--- config.mk ---
export PLATFORM = sky130hd
export DESIGN_NAME = glitch_scheduler
export DESIGN_NICKNAME = d
export VERILOG_FILES = /design/src/rtl/glitch_scheduler.sv
export SDC_FILE = /design/constraint.sdc
export NUM_CORES = 1
export LEC_CHECK = 0
export CORE_ASPECT_RATIO = 1.2
export CORE_MARGIN = 4
export CORE_UTILIZATION = 49
export CTS_CLUSTER_SIZE = 24
export DETAILED_ROUTE_END_ITERATION = 8
export GPL_TIMING_DRIVEN = 0
export PLACE_DENSITY_LB_ADDON = 0.1
export SLEW_MARGIN = 5
export SYNTH_ARGS = -nofsm -noshare
export SYNTH_HDL_FRONTEND = slang
export SYNTH_SLANG_ARGS = --single-unit
--- constraint.sdc ---
create_clock -name clk -period 2.8 [get_ports clk]
set_input_delay 0.56 -clock clk [delete_from_list [all_inputs] [get_ports clk]]
set_output_delay 0.56 -clock clk [all_outputs]
set_load 0.05 [all_outputs]
--- src/rtl/glitch_scheduler.sv ---
// glitch_scheduler: configures, arms and launches a single glitch campaign.
// After a trigger edge it runs an optional delay and then a train of pulses
// on one injector channel. Every output is registered. Each registered
// output takes the value decoded from the next state, so it lines up with
// the state register. The only exception is cfg_error, which comes from the
// rejected transfer itself.

module glitch_scheduler #(
    parameter int NUM_CH = 4,
    parameter int CNT_W  = 16
) (
    input  logic                                   clk,
    input  logic                                   reset,
    input  logic                                   cfg_valid,
    output logic                                   cfg_ready,
    input  logic [((NUM_CH > 1) ? $clog2(NUM_CH) : 1)-1:0] cfg_channel,
    input  logic                                   cfg_mode,
    input  logic [CNT_W-1:0]                       cfg_delay,
    input  logic [CNT_W-1:0]                       cfg_width,
    input  logic [CNT_W-1:0]                       cfg_gap,
    input  logic [CNT_W-1:0]                       cfg_repeat,
    input  logic                                   trigger,
    input  logic                                   abort,
    output logic [NUM_CH-1:0]                      enable,
    output logic [NUM_CH-1:0]                      enable_specific,
    output logic                                   busy,
    output logic                                   done,
    output logic                                   cfg_error,
    output logic [CNT_W-1:0]                       glitch_count
);

    localparam int CH_W = (NUM_CH > 1) ? $clog2(NUM_CH) : 1;
    // One extra bit so that NUM_CH itself can be represented in the range check.
    localparam logic [CH_W:0] NUM_CH_V = (CH_W+1)'(NUM_CH);

    typedef enum logic [2:0] {
        S_IDLE   = 3'd0,
        S_ARMED  = 3'd1,
        S_DELAY  = 3'd2,
        S_GLITCH = 3'd3,
        S_GAP    = 3'd4,
        S_DONE   = 3'd5
    } state_t;

    state_t            state_r, state_next_s;
    logic [CNT_W-1:0]  cnt_r, cnt_next_s;
    logic [CNT_W-1:0]  glitch_count_r;
    logic              count_inc_s;
    logic              trig_prev_r;

    logic [CH_W-1:0]   cfg_channel_r;
    logic              cfg_mode_r;
    logic [CNT_W-1:0]  cfg_delay_r, cfg_width_r, cfg_gap_r, cfg_repeat_r;

    logic              cfg_ok_s, cfg_accept_s, cfg_reject_s, trig_edge_s;
    logic              cnt_last_s, last_pulse_s;
    logic [CNT_W-1:0]  width_eff_s, repeat_eff_s;

    logic [NUM_CH-1:0] onehot_s, enable_s, enable_specific_s;
    logic              busy_s, done_s, ready_s;

    logic [NUM_CH-1:0] enable_r, enable_specific_r;
    logic              busy_r, done_r, ready_r, cfg_error_r;

    assign cfg_ok_s     = ({1'b0, cfg_channel} < NUM_CH_V);
    assign cfg_accept_s = (state_r == S_IDLE) && cfg_valid && cfg_ok_s;
    assign cfg_reject_s = (state_r == S_IDLE) && cfg_valid && !cfg_ok_s;
    assign trig_edge_s  = trigger && !trig_prev_r;
    // Zero width and zero repeat both behave as one.
    assign width_eff_s  = (cfg_width_r == {CNT_W{1'b0}}) ? CNT_W'(1) : cfg_width_r;
    assign repeat_eff_s = (cfg_repeat_r == {CNT_W{1'b0}}) ? CNT_W'(1) : cfg_repeat_r;
    assign cnt_last_s   = (cnt_r == CNT_W'(1));
    // glitch_count is always below repeat_eff inside a campaign, so this sum does not wrap.
    assign last_pulse_s = ((glitch_count_r + CNT_W'(1)) == repeat_eff_s);
    assign onehot_s     = NUM_CH'(1) << cfg_channel_r;

    // State register.
    always_ff @(posedge clk or negedge reset) begin
        if (!reset) begin
            state_r <= S_IDLE;
        end else begin
            state_r <= state_next_s;
        end
    end

    // Next-state, phase counter reload and pulse-count increment.
    always_comb begin
        state_next_s = state_r;
        cnt_next_s   = cnt_r;
        count_inc_s  = 1'b0;
        case (state_r)
            S_IDLE: begin
                if (cfg_accept_s) state_next_s = S_ARMED;
                else              state_next_s = S_IDLE;
            end
            S_ARMED: begin
                if (abort) begin
                    state_next_s = S_IDLE;
                end else if (trig_edge_s) begin
                    if (cfg_delay_r == {CNT_W{1'b0}}) begin
                        state_next_s = S_GLITCH;
                        cnt_next_s   = width_eff_s;
                    end else begin
                        state_next_s = S_DELAY;
                        cnt_next_s   = cfg_delay_r;
                    end
                end else begin
                    state_next_s = S_ARMED;
                end
            end
            S_DELAY, S_GAP: begin
                if (abort) begin
                    state_next_s = S_IDLE;
                end else if (cnt_last_s) begin
                    state_next_s = S_GLITCH;
                    cnt_next_s   = width_eff_s;
                end else begin
                    cnt_next_s   = cnt_r - CNT_W'(1);
                end
            end
            S_GLITCH: begin
                if (abort) begin
                    state_next_s = S_IDLE;
                end else if (cnt_last_s) begin
                    count_inc_s = 1'b1;
                    if (last_pulse_s) begin
                        state_next_s = S_DONE;
                    end else if (cfg_gap_r == {CNT_W{1'b0}}) begin
                        state_next_s = S_GLITCH;
                        cnt_next_s   = width_eff_s;
                    end else begin
                        state_next_s = S_GAP;
                        cnt_next_s   = cfg_gap_r;
                    end
                end else begin
                    cnt_next_s = cnt_r - CNT_W'(1);
                end
            end
            S_DONE: begin
                state_next_s = S_IDLE;
            end
            default: begin
                state_next_s = S_IDLE;
            end
        endcase
    end

    // Output decode from the next state so registered outputs align with it.
    always_comb begin
        enable_s          = {NUM_CH{1'b0}};
        enable_specific_s = {NUM_CH{1'b0}};
        busy_s            = (state_next_s != S_IDLE);
        done_s            = (state_next_s == S_DONE);
        ready_s           = (state_next_s == S_IDLE);
        if (state_next_s == S_GLITCH) begin
            if (cfg_mode_r) enable_specific_s = onehot_s;
            else            enable_s          = onehot_s;
        end else begin
            enable_s          = {NUM_CH{1'b0}};
            enable_specific_s = {NUM_CH{1'b0}};
        end
    end

    // Datapath: phase counter, pulse count, trigger history and latched config.
    always_ff @(posedge clk or negedge reset) begin
        if (!reset) begin
            cnt_r          <= {CNT_W{1'b0}};
            glitch_count_r <= {CNT_W{1'b0}};
            trig_prev_r    <= 1'b0;
            cfg_channel_r  <= {CH_W{1'b0}};
            cfg_mode_r     <= 1'b0;
            cfg_delay_r    <= {CNT_W{1'b0}};
            cfg_width_r    <= {CNT_W{1'b0}};
            cfg_gap_r      <= {CNT_W{1'b0}};
            cfg_repeat_r   <= {CNT_W{1'b0}};
        end else begin
            cnt_r       <= cnt_next_s;
            trig_prev_r <= trigger;
            if (cfg_accept_s) begin
                glitch_count_r <= {CNT_W{1'b0}};
                cfg_channel_r  <= cfg_channel;
                cfg_mode_r     <= cfg_mode;
                cfg_delay_r    <= cfg_delay;
                cfg_width_r    <= cfg_width;
                cfg_gap_r      <= cfg_gap;
                cfg_repeat_r   <= cfg_repeat;
            end else if (count_inc_s) begin
                glitch_count_r <= glitch_count_r + CNT_W'(1);
            end else begin
                glitch_count_r <= glitch_count_r;
            end
        end
    end

    // Output registers.
    always_ff @(posedge clk or negedge reset) begin
        if (!reset) begin
            enable_r          <= {NUM_CH{1'b0}};
            enable_specific_r <= {NUM_CH{1'b0}};
            busy_r            <= 1'b0;
            done_r            <= 1'b0;
            ready_r           <= 1'b1;
            cfg_error_r       <= 1'b0;
        end else begin
            enable_r          <= enable_s;
            enable_specific_r <= enable_specific_s;
            busy_r            <= busy_s;
            done_r            <= done_s;
            ready_r           <= ready_s;
            cfg_error_r       <= cfg_reject_s;
        end
    end

    assign enable          = enable_r;
    assign enable_specific = enable_specific_r;
    assign busy            = busy_r;
    assign done            = done_r;
    assign cfg_ready       = ready_r;
    assign cfg_error       = cfg_error_r;
    assign glitch_count    = glitch_count_r;

endmodule
==> results.py <==
metrics = {
    "setup_path": {
        "crit_chain": "ha_4 > buf_8 > and4_1 > a211o_1 > a2bb2oi_1 > or4_4 > nor4_4 > nor2_2 > buf_6 > mux2_4",
        "r2r_start": "glitch_count[1]",
        "crit_required_ps": 3100,
        "r2r_end": "cnt_r[13]",
        "slowest_delay_ps": 530,
        "cp_max_fo": 7,
        "rrSetupSlack_ps": 30,
        "cp_top_family": "simple AND/OR/NAND/NOR gates",
        "crit_slowest_cell": "or4_4",
        "arrival_ps": 3070,
        "crit_path_start_kind": "flop",
        "end_kind": "flop",
        "critPathBufInv": 2,
        "worstSetupPathType": "flop to flop",
        "r2r_cells": 10,
    },
    "pwr": {
        "finalPower_mw": 6.40,
        "power.density_nw_per_um2": 763,
        "leakagePower_nw": 3.28,
        "irDropWorstVdd_mv": 0.456,
    },
    "finish": {
        "finish.instance_area_sq_um": 8390,
        "drive_gt1_share_pct": 23.7,
        "syn_to_final_growth_pct": 34.8,
        "utilization_pct": 68.3,
        "fin_nets": 812,
        "fill_cells": 948,
        "multi_input_area_sq_um": 3340,
        "ff_latch_area_sq_um": 2860,
        "antenna_cells": 0,
    },
    "run_status": {
        "status": "completed",
    },
    "yosys": {
        "ys_seq_area_share_pct": 45.8,
        "yosysTopAreaCell": "dfrtp_1",
        "syn_area_sq_um": 6220,
        "ys_warn_count": 0,
        "syn_nets": 680,
        "syn-instance-count": 605,
        "synth_edf_count": 0,
        "syn_area_per_cell_sq_um": 10.3,
        "synth-seq-cells": 114,
        "ys.flop_type": "dfrtp_1",
        "synth-async-reset-ratio_pct": 100,
        "ys_top_cells_by_area": "dfrtp_1 (45%), mux2_2 (12%), o21ai_0 (3.4%)",
        "yosys.cell_types.count": 72,
        "synth_top_area_share_pct": 45.4,
    },
    "global_routing": {
        "use_met1_pct": 29.5,
        "antenna_found_initial": 0,
        "gr-total-overflow": 0,
        "grt_max_degree": 69,
        "busiest_layer": "met2",
        "met2_usage_pct": 42.8,
        "grt_pass1_wl_mm": 29.4,
        "groute.usage.overall_pct": 25.1,
        "grt_pass1_vias": 5645,
        "grt_use_met3_pct": 5.11,
    },
    "route": {
        "wirelength_mm": 18.2,
        "num_vias": 5579,
        "drt_iter0_drc": 386,
        "vias_per_cell": 6.12,
        "dr.pass1.iters": 5,
        "antenna_left": 0,
        "route.detailed.drc": 0,
        "wl_per_cell_um": 19.9,
    },
    "cts": {
        "cts_tree": "done",
        "cts-hold-fix-buffers": 0,
        "root_buffer": "clkbuf_16",
        "htreeDepth": 4,
        "cts_num_sinks": 114,
        "clkSlewWorstSetupHoldPaths_ps": 50,
        "clk_latency_ps": 420,
        "numCtsBuffers": 17,
        "cts.path.max_buffers": 2,
    },
    "sta": {
        "fmax_mhz": 361,
        "slew_headroom_pct": 49.2,
        "finalCriticalPeriod_ps": 2770,
        "finalSetupViolCount": 0,
        "period_share_pct": 99.1,
        "rsz0062_at_grt": "true",
        "finalMaxSlewViolations": 0,
        "fin_skew_ps": 8.54,
        "whs_ps": 66.4,
        "final-hold-violation-count": 0,
        "worst_pin_slew_ps": 759,
    },
    "floorplan": {
        "rows": 44,
        "die_y_um": 131,
        "dieArea_sq_um": 14600,
        "io_pins": 100,
        "initial_core_util_pct": 50.7,
        "core_area_sq_um": 12300,
        "dieWidth_um": 111,
    },
    "placed_design": {
        "dpl.hpwl_mm": 13.1,
        "gp_congestion": 0.977,
        "io_buffers": 97,
        "placed_cell_area_sq_um": 7450,
    },
    "job": {
        "max-cap-violations": 0,
    },
    "hold_path": {
        "min_path_type": "primary input to async pin",
    },
}
==> logic make-up after synthesis <==
family | share of synthesized area, %
simple gates | 19.0
xor+xnor | 3.46
fa+ha+maj | 0.603
flops | 45.8
mux | 12.2
other cells | 0.0602
compound gates | 15.4
buf+inv | 3.42
==> final cells by class <==
class / count / share of cell area (%)
multi-input cells: 443 / 39.8
flip-flops and latches: 114 / 34.1
repair buffers: 116 / 13.7
clock buffers: 28 / 6.40
well taps: 161 / 2.40
plain buffers: 35 / 2.30
clock inverters: 4 / 0.835
inverters: 10 / 0.447
==> state kept, by name (all words and copies together) (netlist names) <==
register and flops:
busy 1, enable_specific 4, glitch_count 16, cfg_repeat_r 16
enable 4, cfg_width_r 16, trig_prev_r 1, cfg_ready 1
done 1, cfg_channel_r 2, cfg_gap_r 16, cfg_mode_r 1
cnt_r 16, cfg_delay_r 16, state_r 3
==> metal layers <==
metal / vias to the layer above / share of wire, % / wire length, um
met5: - / 0 / 0
met3: 68 / 5.6 / 1010
met1: 2708 / 39 / 7060
met2: 253 / 51 / 9270
met4: 0 / 4.5 / 818
li1: 2550 / - / -
==> layout by cell type, fill, tap and decap left out, drive strengths merged, types with 8 or more instances in the layout <==
cell | Yosys | routed
mux2 | 66 | 66
nor3 | 11 | 11
o31ai | 11 | 11
a21oi | 26 | 26
nor2 | 45 | 45
nand4 | 10 | 10
and4 | 8 | 8
inv | 10 | 10
clkbuf | 23 | 51
xnor2 | 16 | 16
buf | 15 | 32
nand2b | 8 | 8
o21ai | 43 | 43
dfrtp | 113 | 113
nand3 | 14 | 14
nor4 | 25 | 25
a31oi | 9 | 9
nand2 | 46 | 46
nor4b | 8 | 8
clkdlybuf4s50 | 0 | 96
==> synthesized netlist by cell type (9+ instances only) <==
library cell / instances
a21oi_1: 26
a31oi_1: 9
clkbuf_1: 23
dfrtp_1: 113
inv_1: 10
mux2_2: 65
nand2_1: 46
nand3_1: 14
nor2_1: 45
nor3_1: 11
nor4_1: 21
o21ai_0: 42
o31ai_1: 11
xnor2_1: 16
==> stage by stage <==
step                setup slack (ps)  TNS [ps]  cells
floorplan                       28.3         0    605
global placement               -3870   -364940    863
detailed placement              -618    -14070    864
CTS                            -9.83     -17.3    899
global route                   -60.4      -165    911
finish                          26.1         0    911
==> power by group <==
part | total, mW | internal, mW | switching, mW
Clock | 2.20 | 1.47 | 0.726
Combinational | 1.54 | 0.808 | 0.728
Sequential | 2.66 | 2.09 | 0.575
==> worst max-delay path by stage <==
stage                                from                  to  cells after the start
after floorplan           glitch_count[1]  enable_specific[1]                     10
after global placement              reset     glitch_count[1]                      1
after detailed placement        cnt_r[12]    glitch_count[13]                      8
after CTS                 glitch_count[1]  enable_specific[1]                     10
after global routing      glitch_count[1]           cnt_r[13]                     10
final                     glitch_count[1]           cnt_r[13]                     10
==> timing repair <==
action	4_1_cts	5_1_grt
gates cloned	0	2
gates resized for setup	12	40
setup endpoints to repair	44	44
pin swaps	1	11
buffers inserted	4	12
No activity file was read; power rests on OpenSTA's default activity.
